<file path="src/rtl/multicycle_control.sv">
// rtl/multicycle_control.sv - multi-cycle MIPS instruction sequencer and datapath control
//
// Sequences one instruction at a time through fetch, decode, execute, memory
// and write-back steps, driving every datapath select and write enable.
//
// Ports:
//   clock, reset         rising-edge clock, synchronous active-high reset
//   opcode, funct        instruction fields from the instruction register
//   memReady             memory finished the current read/write this cycle
//   pcWrite..regDst      single-bit datapath controls
//   pcSource             00 ALU result, 01 ALUOut, 10 jump target
//   aluSrcB              00 B, 01 const 4, 10 sign-ext imm, 11 sign-ext imm<<2
//   aluControlOut        ALU operation select
//   instrDone            pulse on the last cycle of each instruction
//   error                sticky illegal opcode/funct flag
module multicycle_control (
    input  logic       clock,
    input  logic       reset,
    input  logic [5:0] opcode,
    input  logic [5:0] funct,
    input  logic       memReady,
    output logic       pcWrite,
    output logic       pcWriteCond,
    output logic       iorD,
    output logic       memRead,
    output logic       memWrite,
    output logic       memToReg,
    output logic       irWrite,
    output logic       aluSrcA,
    output logic       regWrite,
    output logic       regDst,
    output logic [1:0] pcSource,
    output logic [1:0] aluSrcB,
    output logic [3:0] aluControlOut,
    output logic       instrDone,
    output logic       error
);

    localparam logic [5:0] OP_RTYPE = 6'b000000;
    localparam logic [5:0] OP_LW    = 6'b100011;
    localparam logic [5:0] OP_SW    = 6'b101011;
    localparam logic [5:0] OP_BEQ   = 6'b000100;
    localparam logic [5:0] OP_J     = 6'b000010;

    typedef enum logic [3:0] {
        S_FETCH, S_DECODE, S_MEMADR, S_MEMRD, S_MEMWB, S_MEMWR,
        S_EXECUTE, S_ALUWB, S_BRANCH, S_JUMP, S_ERROR
    } state_t;

    state_t     state;
    state_t     state_next;
    logic [1:0] alu_op;
    logic       alu_used;
    logic [3:0] alu_ctrl;
    logic       funct_legal;

    always_comb begin
        funct_legal = 1'b0;
        case (funct)
            6'b100000, 6'b100010, 6'b100100, 6'b100101, 6'b101010: funct_legal = 1'b1;
            default: funct_legal = 1'b0;
        endcase
    end

    always_ff @(posedge clock) begin
        if (reset) begin
            state <= S_FETCH;
        end else begin
            state <= state_next;
        end
    end

    always_comb begin
        state_next  = state;
        pcWrite     = 1'b0;
        pcWriteCond = 1'b0;
        iorD        = 1'b0;
        memRead     = 1'b0;
        memWrite    = 1'b0;
        memToReg    = 1'b0;
        irWrite     = 1'b0;
        aluSrcA     = 1'b0;
        regWrite    = 1'b0;
        regDst      = 1'b0;
        pcSource    = 2'b00;
        aluSrcB     = 2'b00;
        instrDone   = 1'b0;
        error       = 1'b0;
        alu_op      = 2'b00;
        alu_used    = 1'b0;
        case (state)
            S_FETCH: begin
                memRead  = 1'b1;
                aluSrcB  = 2'b01;
                alu_used = 1'b1;
                // PC and IR only update on the cycle memory actually returns data
                irWrite  = memReady;
                pcWrite  = memReady;
                if (memReady) state_next = S_DECODE;
            end
            S_DECODE: begin
                aluSrcB  = 2'b11;
                alu_used = 1'b1;
                case (opcode)
                    OP_LW, OP_SW: state_next = S_MEMADR;
                    OP_RTYPE:     state_next = funct_legal ? S_EXECUTE : S_ERROR;
                    OP_BEQ:       state_next = S_BRANCH;
                    OP_J:         state_next = S_JUMP;
                    default:      state_next = S_ERROR;
                endcase
            end
            S_MEMADR: begin
                aluSrcA    = 1'b1;
                aluSrcB    = 2'b10;
                alu_used   = 1'b1;
                state_next = (opcode == OP_LW) ? S_MEMRD : S_MEMWR;
            end
            S_MEMRD: begin
                memRead = 1'b1;
                iorD    = 1'b1;
                if (memReady) state_next = S_MEMWB;
            end
            S_MEMWB: begin
                regWrite   = 1'b1;
                memToReg   = 1'b1;
                instrDone  = 1'b1;
                state_next = S_FETCH;
            end
            S_MEMWR: begin
                // memWrite is held through wait states; memory commits on memReady
                memWrite  = 1'b1;
                iorD      = 1'b1;
                instrDone = memReady;
                if (memReady) state_next = S_FETCH;
            end
            S_EXECUTE: begin
                aluSrcA    = 1'b1;
                alu_op     = 2'b10;
                alu_used   = 1'b1;
                state_next = S_ALUWB;
            end
            S_ALUWB: begin
                regWrite   = 1'b1;
                regDst     = 1'b1;
                instrDone  = 1'b1;
                state_next = S_FETCH;
            end
            S_BRANCH: begin
                aluSrcA     = 1'b1;
                alu_op      = 2'b01;
                alu_used    = 1'b1;
                pcWriteCond = 1'b1;
                pcSource    = 2'b01;
                instrDone   = 1'b1;
                state_next  = S_FETCH;
            end
            S_JUMP: begin
                pcWrite    = 1'b1;
                pcSource   = 2'b10;
                instrDone  = 1'b1;
                state_next = S_FETCH;
            end
            S_ERROR: begin
                error      = 1'b1;
                state_next = S_ERROR;
            end
            default: state_next = S_FETCH;
        endcase

        // Reset suppresses every output in the same cycle, so an aborted
        // instruction can never leave a write enable asserted.
        if (reset) begin
            pcWrite     = 1'b0;
            pcWriteCond = 1'b0;
            iorD        = 1'b0;
            memRead     = 1'b0;
            memWrite    = 1'b0;
            memToReg    = 1'b0;
            irWrite     = 1'b0;
            aluSrcA     = 1'b0;
            regWrite    = 1'b0;
            regDst      = 1'b0;
            pcSource    = 2'b00;
            aluSrcB     = 2'b00;
            instrDone   = 1'b0;
            error       = 1'b0;
            alu_used    = 1'b0;
        end
    end

    always_comb begin
        alu_ctrl = 4'b1111;
        case (alu_op)
            2'b00: alu_ctrl = 4'b0010;
            2'b01: alu_ctrl = 4'b0110;
            2'b10: begin
                case (funct)
                    6'b100000: alu_ctrl = 4'b0010;
                    6'b100010: alu_ctrl = 4'b0110;
                    6'b100100: alu_ctrl = 4'b0000;
                    6'b100101: alu_ctrl = 4'b0001;
                    6'b101010: alu_ctrl = 4'b0111;
                    default:   alu_ctrl = 4'b1111;
                endcase
            end
            default: alu_ctrl = 4'b1111;
        endcase
    end

    // States that do not use the ALU drive a quiet all-zero operation code
    assign aluControlOut = alu_used ? alu_ctrl : 4'b0000;

endmodule

</file>
<file path="config.mk">
export PLATFORM = sky130hd
export DESIGN_NAME = multicycle_control
export DESIGN_NICKNAME = d
export VERILOG_FILES = /design/src/rtl/multicycle_control.sv
export SDC_FILE = /design/constraint.sdc
export NUM_CORES = 1
export LEC_CHECK = 0
export BUFFER_PORTS_ARGS = -buffer_cell sky130_fd_sc_hd__clkbuf_2
export CAP_MARGIN = 15
export CORE_MARGIN = 4
export CORE_UTILIZATION = 43
export CTS_BUF_LIST = sky130_fd_sc_hd__clkbuf_16
export CTS_CLUSTER_DIAMETER = 40
export DETAILED_ROUTE_END_ITERATION = 7
export GPL_TIMING_DRIVEN = 0
export HOLD_SLACK_MARGIN = 0.12
export MAX_ROUTING_LAYER = met4
export PLACE_DENSITY = 0.75
export SYNTH_ARGS = -nofsm -noshare
export SYNTH_HDL_FRONTEND = slang
export SYNTH_SLANG_ARGS = --single-unit
export TNS_END_PERCENT = 5
</file>
<file path="constraint.sdc">
create_clock -name clock -period 1.4 [get_ports clock]
set_input_delay 0.07 -clock clock [delete_from_list [all_inputs] [get_ports clock]]
set_output_delay 0.07 -clock clock [all_outputs]
set_load 0.02 [all_outputs]
</file>
==> results of run 1 <==
## timing repair
item                                    in CTS  in global routing
endpoints found under the setup margin      21                 21
resized for setup                           53                 20
buffers inserted                             6                  1
endpoints found under the hold margin        0                  0
pin swaps                                    7                  4
gates cloned                                 0                  1
## final cells by class
cell class                 instances  area (µm²)  share of cell area, %
multi-input combinational         80         592                   50.9
timing repair buffer              42         283                   24.3
buffer                             8        93.8                   8.06
sequential                         4        87.6                   7.53
clock buffer                       3        75.1                   6.45
tap                               15        18.8                   1.61
inverter                           3        13.8                   1.18
## final timing paths
path	startpoint	end	slack [ps]
worst min register to register	state[0]	state[0]	740
worst max-delay path	state[3]	aluControlOut[1]	-190
worst max register to register	state[0]	state[2]	50
worst min-delay path	memReady	state[0]	260
## cell usage after synthesis, drive strengths merged (3+ instances only)
master / count / share of area (%)
nor2: 13 / 7.8
or2: 3 / 3.0
dfxtp: 4 / 13
xnor2: 3 / 4.2
nor3: 7 / 5.6
nor3b: 3 / 4.4
nand2: 7 / 4.2
nand2b: 3 / 3.0
a21oi: 3 / 2.4
nor2b: 5 / 5.0
buf: 6 / 5.0
o21ai: 3 / 2.4
and3: 4 / 4.0
inv: 3 / 1.8
## cells by family after synthesis
group	count (synthesis)
AOI/OAI and AO/OA	20
xor gates and xnor gates	3
adders and majority gates	1
buffers and inverters	11
DFF	4
muxes	1
and+or+nand+nor	55
## metrics by stage
| step | worst slack [ps] | util [%] | hold WS [ps] | cells |
|---|---|---|---|---|
| after CTS | -67.1 | 83.7 | 243 | 153 |
| after detailed placement | -182 | 61.5 | 482 | 144 |
| after global routing | -207 | 87.2 | 287 | 155 |
| final | -189 | 87.2 | 259 | 155 |
| after global placement | -156 | 61.5 | 485 | 144 |
| after floorplan | -176 | - | 305 | 95 |
## power breakdown
group / internal (mW) / switching (mW) / leakage, nW / total [mW]
combinational: 0.218 / 0.247 / 0.455 / 0.464
sequential: 0.127 / 0.0155 / 0.0347 / 0.143
clock: 0.366 / 0.0881 / 0.0370 / 0.454
## critical path, delay by kind of cell (launching register included)
kind / cells / cell delay (ps)
flip-flops: 1 / 360
buffers and inverters: 2 / 310
adder cells (fa/ha/maj): 1 / 290
AND/OR/NAND/NOR: 2 / 270
AO/OA/AOI/OAI: 1 / 60
## per-layer routing
layer | global-route usage [%] | routed length, µm | part of all wire (%)
met1 | 32.7 | 1080 | 38
met2 | 46.7 | 1390 | 49
met3 | 4.74 | 315 | 11
met4 | 5.11 | 63 | 2.2
met5 | - | 0 | 0
==> reports/metrics.yaml, run 1 <==
status:
  status: "finished, violations left"
  violations: "setup timing"
timing:
  finalHoldViolCount: 0
  post-route-period-util_pct: 114
  maxSlewViolCount: 0
  clock_skew_ps: 4.56
  fmax_mhz: 629
  fin_ws_ps: -189
  rsz0062_at_grt: "yes"
  fin_crit_ps: 1590
  tns_ps: -1050
  max-slew-margin-rel_pct: 80.1
  finalSetupViolCount: 14
  tightest_slew_ps: 297
floorplan:
  pin_count: 35
  die_h_um: 46.0
  dieArea_um2: 2120
  start_util_pct: 46.6
  coreArea_um2: 1330
  row_count: 13
  die_width_um: 46.0
critical_path:
  critPathKind: "register to output port"
  crit_chain: "buf_12 > maj3_2 > nor2_2 > a31oi_1 > nor2_1 > buf_4"
  cp-end-kind: "output port"
  worstPathArrival_ps: 1520
  path_max_fanout: 4
  rr_worst_depth: 5
  required_ps: 1330
  crit_path_start_kind: "register"
  critical-path-slowest-cell: "dfxtp_4"
  max_stage_delay_ps: 360
power_and_ir_drop:
  p_leak_nw: 0.526
  power_density_nw_per_um2: 912
  p_total_mw: 1.06
  vdd_drop_max_mv: 0.775
clock_network:
  clock-sinks: 4
  ctsHtreeMaxLevel: 1
  insertion_delay_ps: 230
  cts_tree: "done"
  postCtsHoldBufs: 0
  cts_buffers: 3
  root_buffer: "clkbuf_16"
  cts_buffer_depth: 2
  clk_pin_slew_ps: 30
logic_synthesis:
  ys_ff_latch: 4
  synthAdderAreaFrac_pct: 1.61
  synth_nets: 110
  yosys_warnings: 0
  async_reset_ff_share_pct: 0
  synth_xor_xnor_area_share_pct: 4.23
  netlist_instances: 95
  synth_mux_area_share_pct: 1.61
  synthFlopType: "dfxtp_1"
  synth.distinct_cells: 40
  avgSynthCellArea_um2: 6.55
  syn_area_um2: 622
  synth_top_family_by_area: "simple AND/OR/NAND/NOR gates"
  yosysSeqAreaShare_pct: 12.9
  synth_edf_count: 0
  synth-simple-area-share_pct: 48.3
  synth_compound_area_share_pct: 23.3
placement:
  placed_area_um2: 821
  dp_hpwl_mm: 1.51
  gp_congestion: 0.863
  io_buffers: 34
cells_and_area:
  nNetsFinal: 157
  drive_above_1_share_pct: 58.6
  reg.largest.list: "state x4"
  largest_reg_flops: 4
  top_register: "state"
  syn2layout_area_growth_pct: 87.1
  final_area_um2: 1160
  antennaDiodeCount: 0
  final_common_cell: "clkbuf_2"
  layout_common_cells: "18 x clkbuf_2, 15 x buf_4, 9 x nor2_1"
  fillers: 67
global_route:
  grt_pass1_vias: 891
  overflow: 0
  grt_util_all_layers_pct: 27.1
  antenna_found_initial: 0
  grt_pass1_wl_mm: 4.06
  grt_max_degree: 11
worst_hold_path:
  hp-class: "input port to register"
  whs_path_depth: 4
drt:
  via_per_inst: 6.39
  drt-pass1-iter-count: 4
  wl_per_cell_um: 18.4
  remaining_drc_errors: 0
  drtAntennaViolNets: 0
  drt-total-wl_mm: 2.85
  drtIter0Drc: 64
  num_vias: 991
job:
  maxCapViolCount: 0
(Power assumes the default switching activity.)
==> inputs of run 2 (changes only) <==
--- a/config.mk
+++ b/config.mk
@@ -14,7 +14,6 @@
 export DETAILED_ROUTE_END_ITERATION = 7
 export GPL_TIMING_DRIVEN = 0
 export HOLD_SLACK_MARGIN = 0.12
-export MAX_ROUTING_LAYER = met4
 export PLACE_DENSITY = 0.75
 export SYNTH_ARGS = -nofsm -noshare
 export SYNTH_HDL_FRONTEND = slang
==> reports/metrics.yaml, run 2 (synthesized netlist as in run 1, its figures left out) <==
cells_and_area:
  fillers: 67  # unchanged
  drive_above_1_share_pct: 58.6  # unchanged
  antennaDiodeCount: 0  # unchanged
  multi_input_area_um2: 592  # unchanged
  final_area_um2: 1160  # unchanged
  nNetsFinal: 157  # unchanged
  layout_common_cells: "18 x clkbuf_2, 15 x buf_4, 9 x nor2_1"
  syn2layout_area_growth_pct: 87.1  # unchanged
  final_common_cell: "clkbuf_2"
  largest_reg_flops: 4  # unchanged
  reg.largest.list: "state x4"
  seqCellArea_um2: 87.6  # unchanged
  top_register: "state"
  final_util_pct: 87.2  # unchanged
timing:
  fin_ws_ps: -186  # +3.56 ps
  max-slew-margin-rel_pct: 78.6  # -1.5 points
  maxSlewViolCount: 0  # unchanged
  clock_skew_ps: 3.87  # -0.696 ps
  fin_crit_ps: 1590  # -3.56 ps
  fmax_mhz: 631  # +0.22%
  post-route-period-util_pct: 113  # -0.25 points
  rsz0062_at_grt: "yes"
  finalHoldViolCount: 0  # unchanged
  finalSetupViolCount: 15  # +1
  tightest_slew_ps: 319  # +21.6 ps
placement:
  io_buffers: 34  # unchanged
  place_ws_ps: -182  # unchanged
  dp_hpwl_mm: 1.51  # unchanged
  placed_area_um2: 821  # unchanged
  gp_congestion: 0.850  # -1.6%
clock_network:
  cts_tree: "done"
  clk_pin_slew_ps: 30  # about the same
  root_buffer: "clkbuf_16"
  clock-sinks: 4  # unchanged
  cts_buffer_depth: 2  # unchanged
  ctsHtreeMaxLevel: 1  # unchanged
  postCtsHoldBufs: 0  # unchanged
  insertion_delay_ps: 230  # about the same
  cts_buffers: 3  # unchanged
drt:
  drtAntennaViolNets: 0  # unchanged
  wl_per_cell_um: 18.5  # +0.46%
  drtIter0Drc: 56  # -13%
  num_vias: 1001  # +1.0%
  drt-pass1-iter-count: 5  # +1
  remaining_drc_errors: 0  # unchanged
  via_per_inst: 6.46  # +1.0%
  drt-total-wl_mm: 2.86  # +0.46%
status:
  violations: "setup timing"
  status: "finished, violations left"
power_and_ir_drop:
  vdd_drop_max_mv: 0.770  # -0.68%
  power_density_nw_per_um2: 909  # -0.37%
  pwr-share-comb_pct: 43.9  # about the same
  p_leak_nw: 0.526  # unchanged
  p_switching_uw: 347  # -1.0%
  p_sw_share_pct: 32.8  # -0.23 points
  p_clk_share_pct: 42.6  # -0.2 points
  internal_power_uw: 711  # about the same
  seqPwrFrac_pct: 13.5  # about the same
floorplan:
  coreArea_um2: 1330  # unchanged
  pin_count: 35  # unchanged
  start_util_pct: 46.6  # unchanged
  dieArea_um2: 2120  # unchanged
  die_h_um: 46.0  # unchanged
  die_width_um: 46.0  # unchanged
  row_count: 13  # unchanged
critical_path:
  required_ps: 1330  # about the same
  r2r-end: "state[2]"
  critPathKind: "register to output port"
  rr_worst_depth: 5  # unchanged
  r2r-start: "state[0]"
  worstPathArrival_ps: 1520  # about the same
  crit_path_start_kind: "register"
  cp-end-kind: "output port"
  r2r_setup_slack_ps: 50  # about the same
  setup.worst_path.end: "aluControlOut[1]"
  path_max_fanout: 4  # unchanged
  critPathLaunch: "state[3]"
global_route:
  overflow: 0  # unchanged
  grt_max_degree: 11  # unchanged
  grt_pass1_wl_mm: 4.06  # unchanged
  grt_pass1_vias: 888  # -0.34%
  grt_util_all_layers_pct: 26.4  # -0.76 points
  antenna_found_initial: 0  # unchanged
worst_hold_path:
  hp-class: "input port to register"
job:
  maxCapViolCount: 0  # unchanged
## run 2: layer usage
| metal | up-vias | global-route usage [%] | share of wire (%) |
|---|---|---|---|
| met1 | 463 | 32.7 | 37 |
| met2 | 92 | 46.4 | 50 |
| li1 | 437 | - | - |
| met5 | - | 0 | 0 |
| met3 | 9 | 5.14 | 12 |
| met4 | 0 | 5.11 | 1.1 |
## run 2: power by group through the flow
stage          Combinational [mW]  Clock [mW]  Sequential [mW]
2_1_floorplan               0.211           0            0.133
3_3_place_gp                0.298           0            0.135
3_5_place_dp                0.301           0            0.136
4_1_cts                     0.410       0.444            0.139
5_1_grt                     0.489       0.462            0.144
6_report                    0.464       0.451            0.143
## run 2: layout make-up
type	count	area share, %
Buffer	8	8.06
Clock buffer	3	6.45
Inverter	3	1.18
Multi-Input combinational cell	80	50.9
Sequential cell	4	7.53
Tap cell	15	1.61
Timing Repair Buffer	42	24.3
## run 2: worst max-delay path, cell delays in order, from the launching register on
cell and delay (ps):
dfxtp_4 360, buf_12 140, maj3_2 290, nor2_2 100, a31oi_1 60, nor2_1 160
buf_4 170
## run 2: worst min-delay path by stage
stage	cells past startpoint	to	from	slack, ps
4_1_cts	4	state[2]	opcode[1]	240
3_3_place_gp	4	state[0]	memReady	490
6_report	4	state[0]	memReady	260
3_5_place_dp	4	state[2]	opcode[1]	480
2_1_floorplan	3	state[2]	opcode[2]	300
5_1_grt	4	state[2]	opcode[1]	290
## run 2: repair_timing
action / 4_1_cts / 5_1_grt
pin swaps: 7 / 4
endpoints found under the setup margin: 21 / 21
cloned: 0 / 1
setup buffers: 6 / 1
hold endpoints to repair: 0 / 0
resized for setup: 53 / 20
## run 2: metrics by stage
step	setup TNS (ps)	cells	hold slack (ps)	power [mW]
6_report	-989	155	265	1.06
5_1_grt	-1600	155	287	1.10
4_1_cts	-336	153	243	0.994
3_5_place_dp	-942	144	482	0.437
3_3_place_gp	-724	144	485	0.433
2_1_floorplan	-500	95	305	0.344
